File: src/rtl/bcd_seq_conv_if.sv
// Handshake and result bundle for the sequential binary-to-BCD converter.
// Master requests conversions; slave is the converter.
interface bcd_seq_conv_if #(
  parameter int BIN_W  = 6,
  parameter int DIGITS = 2
);
  logic                start;
  logic [BIN_W-1:0]    bin;
  logic                ready;
  logic                busy;
  logic                done;
  logic [4*DIGITS-1:0] bcd;
  logic                ovf;

  modport master (
    output start, bin,
    input  ready, busy, done, bcd, ovf
  );

  modport slave (
    input  start, bin,
    output ready, busy, done, bcd, ovf
  );
endinterface

File: src/rtl/bcd_seq_conv.sv
// Sequential shift-add-3 binary-to-BCD converter, one bit per clock.
// Out-of-range inputs saturate to all nines with ovf set.
module bcd_seq_conv #(
  parameter int BIN_W  = 6,
  parameter int DIGITS = 2
) (
  input  logic clk,
  input  logic rst_n,
  bcd_seq_conv_if.slave bus
);
  localparam int W  = 4 * DIGITS;
  localparam int CW = $clog2(BIN_W + 1);
  localparam logic [31:0] MAXV = 32'(10 ** DIGITS - 1);

  typedef enum logic [1:0] {
    IDLE,
    CONV,
    DONE
  } state_t;

  state_t           state;
  state_t           nxt;
  logic [BIN_W-1:0] sreg;
  logic [W-1:0]     wreg;
  logic [W-1:0]     adj;
  logic [W+BIN_W-1:0] shf;
  logic [CW-1:0]    cnt;
  logic             ovf_p;
  logic [W-1:0]     bcd_q;
  logic             ovf_q;
  logic             accept;
  logic             last;

  // Add-3 on every digit >= 5, then shift digits and binary left as one word
  always_comb begin
    adj = wreg;
    for (int i = 0; i < DIGITS; i++) begin
      if (wreg[4*i +: 4] >= 4'd5)
        adj[4*i +: 4] = wreg[4*i +: 4] + 4'd3;
    end
    shf = {adj, sreg} << 1;
  end

  // State register
  always_ff @(posedge clk or negedge rst_n) begin
    if (!rst_n) state <= IDLE;
    else        state <= nxt;
  end

  // Next state plus accept/last-iteration strobes
  always_comb begin
    nxt    = state;
    accept = 1'b0;
    last   = 1'b0;
    unique case (state)
      IDLE, DONE: begin
        if (bus.start) begin
          nxt    = CONV;
          accept = 1'b1;
        end else begin
          nxt = IDLE;
        end
      end
      CONV: begin
        if (cnt == CW'(1)) begin
          nxt  = DONE;
          last = 1'b1;
        end
      end
      default: nxt = IDLE;
    endcase
  end

  // Datapath: latch on accept, iterate in CONV, publish on the last step
  always_ff @(posedge clk or negedge rst_n) begin
    if (!rst_n) begin
      sreg  <= '0;
      wreg  <= '0;
      cnt   <= '0;
      ovf_p <= 1'b0;
      bcd_q <= '0;
      ovf_q <= 1'b0;
    end else if (accept) begin
      sreg  <= bus.bin;
      wreg  <= '0;
      cnt   <= CW'(BIN_W);
      ovf_p <= 32'(bus.bin) > MAXV;
    end else if (state == CONV) begin
      {wreg, sreg} <= shf;
      cnt          <= cnt - CW'(1);
      if (last) begin
        bcd_q <= ovf_p ? {DIGITS{4'h9}}
                       : shf[W+BIN_W-1 -: W];
        ovf_q <= ovf_p;
      end
    end
  end

  assign bus.ready = (state != CONV);
  assign bus.busy  = (state == CONV);
  assign bus.done  = (state == DONE);
  assign bus.bcd   = bcd_q;
  assign bus.ovf   = ovf_q;
endmodule

File: src/flat_wrapper.sv
// flat-port wrapper written by rule: the top's interface ports become plain ports
module bcd_seq_conv_flat 
#(
  parameter int BIN_W  = 6,
  parameter int DIGITS = 2
)
  (clk, rst_n, bus_start, bus_bin, bus_ready, bus_busy, bus_done, bus_bcd, bus_ovf);
  bcd_seq_conv_if #(.BIN_W(BIN_W), .DIGITS(DIGITS)) bus_i ();
  input  logic clk;
  input  logic rst_n;
  input wire logic [$bits(bus_i.start)-1:0] bus_start;
  input wire logic [$bits(bus_i.bin)-1:0] bus_bin;
  output wire logic [$bits(bus_i.ready)-1:0] bus_ready;
  output wire logic [$bits(bus_i.busy)-1:0] bus_busy;
  output wire logic [$bits(bus_i.done)-1:0] bus_done;
  output wire logic [$bits(bus_i.bcd)-1:0] bus_bcd;
  output wire logic [$bits(bus_i.ovf)-1:0] bus_ovf;
  assign bus_i.start = bus_start;
  assign bus_i.bin = bus_bin;
  assign bus_ready = bus_i.ready;
  assign bus_busy = bus_i.busy;
  assign bus_done = bus_i.done;
  assign bus_bcd = bus_i.bcd;
  assign bus_ovf = bus_i.ovf;
  bcd_seq_conv #(.BIN_W(BIN_W), .DIGITS(DIGITS)) u_core (.clk(clk), .rst_n(rst_n), .bus(bus_i));
endmodule
File: config.mk
export PLATFORM = sky130hd
export DESIGN_NAME = bcd_seq_conv_flat
export DESIGN_NICKNAME = d
export VERILOG_FILES = /design/src/rtl/bcd_seq_conv_if.sv /design/src/rtl/bcd_seq_conv.sv /design/src/flat_wrapper.sv
export SDC_FILE = /design/constraint.sdc
export NUM_CORES = 1
export LEC_CHECK = 0
export BUFFER_PORTS_ARGS = -buffer_cell sky130_fd_sc_hd__buf_2
export CAP_MARGIN = 20
export CORE_ASPECT_RATIO = 0.5
export CORE_MARGIN = 3
export CORE_UTILIZATION = 49
export DETAILED_ROUTE_END_ITERATION = 16
export HOLD_SLACK_MARGIN = 0.15
export PLACE_DENSITY = 0.81
export SYNTH_ARGS = -nofsm -noshare
export SYNTH_HDL_FRONTEND = slang
export SYNTH_SLANG_ARGS = --single-unit
File: constraint.sdc
create_clock -name clk -period 2.3 [get_ports clk]
set_clock_uncertainty 0.1 [all_clocks]
set_input_delay 0.46 -clock clk [delete_from_list [all_inputs] [get_ports clk]]
set_output_delay 0.46 -clock clk [all_outputs]
set_load 0.01 [all_outputs]
==> results.cfg, run 1 <==
[worst_setup_path]
crit_fanout = 13
rr_worst_depth = 6
cp-start-kind = flip-flop
r2r_end = u_core.wreg[2]
path_depth = 3
cp-end-kind = output port
crit_family = flip-flops
critPathMaxStageDelay_ns = 0.46
crit_start = u_core.state[0]
cp_slowest_cell = dfrtp_1
setup.worst_path.class = flip-flop to output port
path_cells = nor2b_2 -> inv_2 -> buf_2
crit_buf_inv = 2
crit_required_ns = 1.74
cp-endpoint = bus_ready
crit_arrival_ns = 1.41
ff2ff_setup_slack_ns = 0.51
timing.rr.start = u_core.wreg[1]

[global_routing]
grt_max_degree = 28
grt_first_pass_wirelength_um = 4170
grt_pass1_vias = 891
grt_usage_pct = 16.1
antenna_found_initial = 0
gr-total-overflow = 0

[route]
vias = 909
drtIter0Drc = 52
antenna_left = 0
wl_per_cell_um = 13.8
drc_errors = 0
routed_via_density = 5.19
first_pass_iters = 4
wirelength_um = 2420

[clock_tree]
path_clk_slew_ns = 0.09
cts_tree = done
cts_root_buf = clkbuf_8
clk-insertion-delay-late_ns = 0.27
htree_levels = 1
cts.sinks = 27
cts_setup_buffers = 0
cts_buffer_depth = 2
cts_buffers = 3

[timing]
rsz0062_at_grt = no
final_hold_viol_count = 0
slew_headroom_pct = 60.2
fin_crit_sh_pct = 85.6
report.final.slew_viol_count = 0
period_minus_slack_ns = 1.97
setup_viol = 0
worst_pin_slew_ns = 0.596
setup-tns-final_ns = 0
max_freq_ghz = 0.508

[synth]
synth_adder_area_share_pct = 5.68
synth-simple-area-share_pct = 13.9
avgSynthCellArea_um2 = 11.1
synth_mux_area_share_pct = 5.77
netlist_area_mm2 = 0.00132
synth-xor-area-share_pct = 1.99
ys_warn_count = 0
synth_cells = 119
synth-edff-count = 0
ys_seq_area_share_pct = 51.1
synth_compound_area_share_pct = 15.7
ys.flop_type = dfrtp_1
synth.distinct_cells = 32
synth_fp_nets = 134
ys_async_sr_fraction_pct = 100
synth_top_family_by_area = compound AO/OA/AOI/OAI gates
synth-seq-cells = 27

[cells_and_area]
area_growth_syn_to_layout_pct = 12.0
layout_common_cells = dfrtp_1 (27), buf_2 (19), nor2_1 (8)
n_antenna_cell = 0
stdcell_area_mm2 = 0.00148
drive_gt1_share_pct = 30.0
nets = 156
final_common_cell = dfrtp_1
fin_util_pct = 62.1

[place]
dp_hpwl_um = 1800
postPlaceCellArea_mm2 = 0.00143
portBuffers = 19
place.gp.congestion = 0.837

[floorplanning]
ios = 21
fp.dieH_um = 42.7
row_count = 12
fp.dieW_um = 79.5
core_area_mm2 = 0.00239
design.die.area_mm2 = 0.00340
start_util_pct = 55.4

[power_and_ir_drop]
power.leakage_uw = 0.000681
peakVddDrop_v = 0.000667
power.density_mw_per_mm2 = 1470
power.total_uw = 2180

[min_path]
holdPathStages = 2
hold_path_class = primary input to flip-flop

[run]
max-cap-violations = 0

[outcome]
status = completed
## per-stage QoR
stage	worst slack, ns	cells	hold slack [ns]
final	0.331	175	0.327
after global routing	0.197	175	0.338
after CTS	0.325	175	0.328
after detailed placement	0.496	170	0.392
after global placement	0.611	170	0.383
after floorplan	0.668	119	0.0644
## logic make-up after synthesis
kind of cell,after synthesis
fa+ha+maj,6
mux,7
buf+inv,12
other cells,1
xor+xnor,3
compound gates,31
simple gates,32
flops,27
## per-layer routing
| metal | track usage [%] | part of all wire, % |
|---|---|---|
| met1 | 23.4 | 53 |
| met2 | 23.4 | 41 |
| met3 | 5.51 | 5.5 |
| met4 | 3.08 | 0.66 |
| met5 | 0 | 0 |
## synthesized netlist by cell type, drive strengths merged (2+ instances only)
master / instances / area [µm²]
dfrtp: 27 / 676
o31ai: 2 / 15.0
nor2: 13 / 61.3
nand2b: 3 / 18.8
o22ai: 5 / 31.3
a22o: 3 / 26.3
nand2: 5 / 26.3
buf: 4 / 43.8
a32o: 2 / 20.0
inv: 8 / 30.0
a21oi: 11 / 70.1
nor3b: 3 / 22.5
o21ai: 6 / 30.0
mux2i: 2 / 20.0
mux2: 5 / 56.3
xnor2: 3 / 26.3
nor2b: 5 / 33.8
ha: 6 / 75.1
## where the power goes
group / leakage [µW] / total [µW] / internal, µW / switching (µW)
registers: 0.000327 / 879 / 701 / 178
logic: 0.000329 / 1030 / 474 / 561
clock network: 0.0000255 / 266 / 121 / 145
total: 0.000681 / 2180 / 1300 / 884
## state kept, by name, summed over array words and instances (netlist names)
signal,cells
u_core.state,2
u_core.wreg,8
u_core.bus.bcd,8
u_core.cnt,3
u_core.sreg,6
## layout make-up
cell class | count | area, µm²
well taps | 35 | 43.8
multi-input cells | 80 | 573
clock buffers | 3 | 41.3
repair buffers | 21 | 113
flip-flops and latches | 27 | 676
clock inverters | 1 | 5.00
inverters | 8 | 30.0
fillers | 209 | 906
## timing repair
item,4_1_cts,5_1_grt
hold endpoints to repair,27,0
hold buffers,1,0
gates resized for setup,0,0
## worst min-delay path by stage
stage	start	slack [ns]	endpoint
finish	bus_bin[0]	0.33	u_core.sreg[0]
global route	bus_bin[0]	0.34	u_core.sreg[0]
CTS	bus_bin[0]	0.33	u_core.sreg[0]
detailed placement	u_core.sreg[3]	0.39	u_core.sreg[3]
global placement	u_core.sreg[2]	0.38	u_core.sreg[2]
floorplan	rst_n	0.06	u_core.bus.bcd[0]
Power figures use the tool's default switching activity.
==> run 2, diff against run 1 <==
ABC_AREA = 1   (was not set)
SLEW_MARGIN = 20   (was not set)
==> run 2 against run 1 <==
Effect of this change: routed wire length increased by 5.3%; combinational power about the same; synthesized cell count increased by 28%; die area decreased by 1.1%; clock power about the same; critical endpoint is now bus_busy; largest cell class unchanged.
==> results.cfg, run 2 <==
[outcome]
status = completed

[place]
portBuffers = 19
place.gp.congestion = 0.889
dp_slack_ns = 0.906
dp_hpwl_um = 1830

[power_and_ir_drop]
peakVddDrop_v = 0.000646
power.density_mw_per_mm2 = 1430
power.leakage_uw = 0.000795

[cells_and_area]
n_antenna_cell = 0
nets = 189
drive_gt1_share_pct = 17.9
final_common_cell = nand2_1
layout_common_cells = nand2_1 (52), dfrtp_1 (27), buf_2 (19)
area_growth_syn_to_layout_pct = 12.8

[floorplanning]
ios = 21
design.die.area_mm2 = 0.00336
row_count = 12
core_area_mm2 = 0.00237
start_util_pct = 55.1
fp.dieW_um = 79.0
fp.dieH_um = 42.5

[timing]
setup-tns-final_ns = 0
rsz0062_at_grt = no
setup_viol = 0
max_freq_ghz = 0.616
timing.final.ws_setup_ns = 0.677
fin_crit_sh_pct = 70.6
holdWs_ns = 0.298
worst_pin_slew_ns = 0.585
report.final.slew_viol_count = 0
slew_headroom_pct = 61.0
period_minus_slack_ns = 1.62
final_hold_viol_count = 0

[synth]
synth_common_cells = nand2_1 (52), dfrtp_1 (27), inv_1 (17)
avgSynthCellArea_um2 = 8.59
synth_fp_nets = 167
netlist_area_mm2 = 0.00131
synth.area.top_cells = dfrtp_1 (52%), nand2_1 (15%), nand3_1 (6.1%)
synth.distinct_cells = 23
synth_top_area_share_pct = 51.7
ys_warn_count = 0
yosys.cell_count.top_type = nand2_1
ys.flop_type = dfrtp_1
ys_async_sr_fraction_pct = 100
ys_seq_area_share_pct = 51.7
synth-seq-cells = 27
synth-edff-count = 0
synth_area_leader_cell = dfrtp_1
synth_cells = 152

[worst_setup_path]
rr_worst_depth = 7
crit_required_ns = 1.74
crit_arrival_ns = 1.06
setup.worst_path.class = flip-flop to output port
cp-start-kind = flip-flop
cp-end-kind = output port
crit_fanout = 8
ff2ff_setup_slack_ns = 0.88

[clock_tree]
cts.sinks = 27
clk-insertion-delay-late_ns = 0.27
cts_tree = done
htree_levels = 1
cts_buffers = 3
cts_resized = 0
path_clk_slew_ns = 0.09
cts_buffer_depth = 2
cts_root_buf = clkbuf_8

[route]
drtIter0Drc = 111
drc_errors = 0
routed_via_density = 5.08
first_pass_iters = 4
antenna_left = 0
wl_per_cell_um = 12.2
vias = 1056
wirelength_um = 2550

[global_routing]
antenna_found_initial = 0
gr-total-overflow = 0
grt_first_pass_wirelength_um = 4340
grt_pass1_vias = 979
grt_max_degree = 28
grt_usage_pct = 16.8

[min_path]
holdPathStages = 3
hold_path_class = primary input to flip-flop

[run]
max-cap-violations = 0
-- run 2: path summary, 6_finish.rpt --
| check | startpoint | endpoint |
|---|---|---|
| worst max-delay path | u_core.state[1] | bus_busy |
| worst min-delay path | bus_bin[0] | u_core.sreg[0] |
| worst max register to register | u_core.cnt[1] | u_core.bus.bcd[7] |
| worst min register to register | u_core.bus.bcd[5] | u_core.bus.bcd[5] |
| max in group asynchronous | rst_n | u_core.bus.bcd[3] |
| min in group asynchronous | rst_n | u_core.cnt[0] |
-- run 2: worst max-delay path, cell delays in order (launching register included) --
cell     delay [ns]
dfrtp_1        0.37
inv_1          0.10
nand2_4        0.11
inv_1          0.09
buf_2          0.13
-- run 2: logic make-up (layout without fill, tap and decap cells) --
family	Yosys count	in the layout	share of synthesized area [%]
AND/OR/NAND/NOR	78	78	26.1
adder cells (fa/ha/maj)	6	6	5.75
buffers and inverters	23	44	8.14
flip-flops	27	27	51.7
other	1	1	0.287
AO/OA/AOI/OAI	17	17	8.05
-- run 2: cell type report --
class                           count  area (µm²)
Inverter                           19        71.3
Multi-Input combinational cell    102         524
Fill cell                         218         898
Clock buffer                        3        41.3
Clock inverter                      1        5.00
Tap cell                           35        43.8
Timing Repair Buffer               21         113
Sequential cell                    27         676
-- run 2: what timing repair did --
| item | 4_1_cts | 5_1_grt |
|---|---|---|
| hold buffers | 1 | 0 |
| endpoints found under the hold margin | 27 | 0 |
| setup buffers | 0 | 0 |
-- run 2: per-layer routing --
metal	wire length [µm]	global-route usage, %	vias to the layer above	share of wire (%)
met1	1210	23.1	490	47
met5	0	0	-	0
met4	29	7.19	0	1.1
li1	-	-	530	-
met2	1130	24.7	32	44
met3	177	4.94	4	7.0
-- run 2: power by group --
| group | internal, µW | switching, µW |
|---|---|---|
| sequential | 694 | 128 |
| combinational | 362 | 648 |
| clock | 122 | 148 |
-- run 2: stage by stage --
step           utilization, %  total power (µW)  instance area [µm²]  cells
2_1_floorplan               -              1570                 1310    152
3_3_place_gp             59.8              1800                 1420    203
3_5_place_dp             59.8              1840                 1420    203
4_1_cts                  62.1              2110                 1470    208
5_1_grt                  62.1              2300                 1470    208
6_report                 62.1              2100                 1470    208
==> run 3, diff against run 2 <==
PLACE_DENSITY = 0.83   (was 0.81)
clock period = 1.35 ns   (was 2.3 ns; I/O delays follow)
==> run 3 against run 2 <==
Effect of this change: the run now ends with negative setup slack left; routed wire length grew 36%; critical path depth grew 3; setup slack lost 0.75 ns; clock power grew 68%; flip-flop and latch count is the same; non-clock buffer count grew 18; sequential share of layout area shrank 7.7 points.
==> results.cfg, run 3 (synthesis results as in run 2) <==
[floorplanning]
core_area_mm2 = 0.00237
fp.dieH_um = 42.5
start_util_pct = 55.1
row_count = 12
design.die.area_mm2 = 0.00336
fp.dieW_um = 79.0
ios = 21

[timing]
rsz0062_at_grt = yes
setup-tns-final_ns = -0.257
report.final.slew_viol_count = 0
max_freq_ghz = 0.705
period_minus_slack_ns = 1.42
timing.final.ws_setup_ns = -0.0686
setup_viol = 9
fin_crit_sh_pct = 105
final_hold_viol_count = 0

[outcome]
status = finished, violations left
violations = negative setup slack

[route]
wirelength_um = 3450
drtIter0Drc = 159
first_pass_iters = 4
antenna_left = 0
vias = 1238
drc_errors = 0
wl_per_cell_um = 15.3
routed_via_density = 5.48

[clock_tree]
cts_buffers = 3
path_clk_slew_ns = 0.09
cts_buffer_depth = 2
cts.sinks = 27
cts_root_buf = clkbuf_8
clk-insertion-delay-late_ns = 0.27
cts_tree = done
htree_levels = 1

[place]
portBuffers = 19
place.gp.congestion = 0.884
postPlaceCellArea_mm2 = 0.00147
dp_slack_ns = -0.0408
dp_hpwl_um = 1890

[cells_and_area]
drive_gt1_share_pct = 39.8
final_common_cell = nand2_1
area_growth_syn_to_layout_pct = 35.7
fin_util_pct = 74.7
layout_common_cells = nand2_1 (43), dfrtp_1 (27), buf_2 (18)
stdcell_area_mm2 = 0.00177
nets = 207
n_antenna_cell = 0

[power_and_ir_drop]
power.leakage_uw = 0.000917
power.density_mw_per_mm2 = 2550
peakVddDrop_v = 0.00105

[worst_setup_path]
timing.rr.start = u_core.wreg[1]
crit_start = u_core.wreg[1]
crit_fanout = 4
cp-start-kind = flip-flop
cp-end-kind = flip-flop
setup.worst_path.class = flip-flop to flip-flop
crit_required_ns = 1.41
crit_arrival_ns = 1.48

[global_routing]
antenna_found_initial = 0
grt_usage_pct = 17.1
grt_max_degree = 28
grt_pass1_vias = 1000
grt_first_pass_wirelength_um = 4490
gr-total-overflow = 0

[run]
max-cap-violations = 0

[min_path]
hold_path_class = primary input to flip-flop
hp-start = bus_bin[5]
[run 3: cell types whose count changed in the layout (fill, tap and decap cells not counted), sizes merged]
cell / previous run / this run
dlygate4sd3: 1 / 6
buf: 20 / 33
[run 3: layer usage]
metal / part of all wire [%] / global-route usage (%) / up-vias / routed length [µm]
met5: 0 / 0 / - / 0
met1: 40 / 24.5 / 562 / 1380
met2: 46 / 26.9 / 84 / 1600
met4: 3.3 / 3.08 / 0 / 114
li1: - / - / 572 / -
met3: 10 / 4.08 / 20 / 350
[run 3: metrics by stage]
stage / instances / total power, µW / hold slack (ns)
CTS: 222 / 3820 / 0.159
finish: 226 / 4520 / 0.160
global placement: 210 / 3170 / 0.176
global route: 226 / 4850 / 0.164
detailed placement: 210 / 3250 / 0.179
floorplan: 152 / 2680 / -0.126
[run 3: path summary, 6_finish.rpt]
kind / to / slack, ns / cells past startpoint
min in group asynchronous: u_core.bus.bcd[6] / 0.44 / 3
min: u_core.sreg[5] / 0.16 / 3
min reg2reg: u_core.bus.bcd[4] / 0.38 / 2
max in group asynchronous: u_core.wreg[3] / 0.46 / 3
max reg2reg: u_core.bus.bcd[1] / -0.07 / 7
max: u_core.bus.bcd[1] / -0.07 / 7
[run 3: power breakdown]
part | total (µW) | internal [µW] | switching, µW
Combinational | 2610 | 1060 | 1550
Sequential | 1460 | 1180 | 273
Clock | 453 | 207 | 246
[run 3: area by class of cell]
cell class,instances,area (µm²)
Clock buffer,3,41.3
Clock inverter,1,5.00
Fill cell,155,599
Inverter,19,76.3
Multi-Input combinational cell,102,657
Sequential cell,27,676
Tap cell,35,43.8
Timing Repair Buffer,39,274
[run 3: worst max-delay path, cell delays in order (launching register included)]
cell     delay [ns]
dfrtp_1        0.42
inv_2          0.12
ha_4           0.16
inv_2          0.05
nand2_4        0.07
nand4_1        0.17
nand3_1        0.16
nand2_1        0.07
[run 3: timing repair]
action | CTS | global route
resized for setup | 7 | 38
buffers inserted | 2 | 4
hold endpoints to repair | 32 | 0
endpoints found under the setup margin | 8 | 18
hold buffers | 6 | 0
pin swaps | 1 | 23
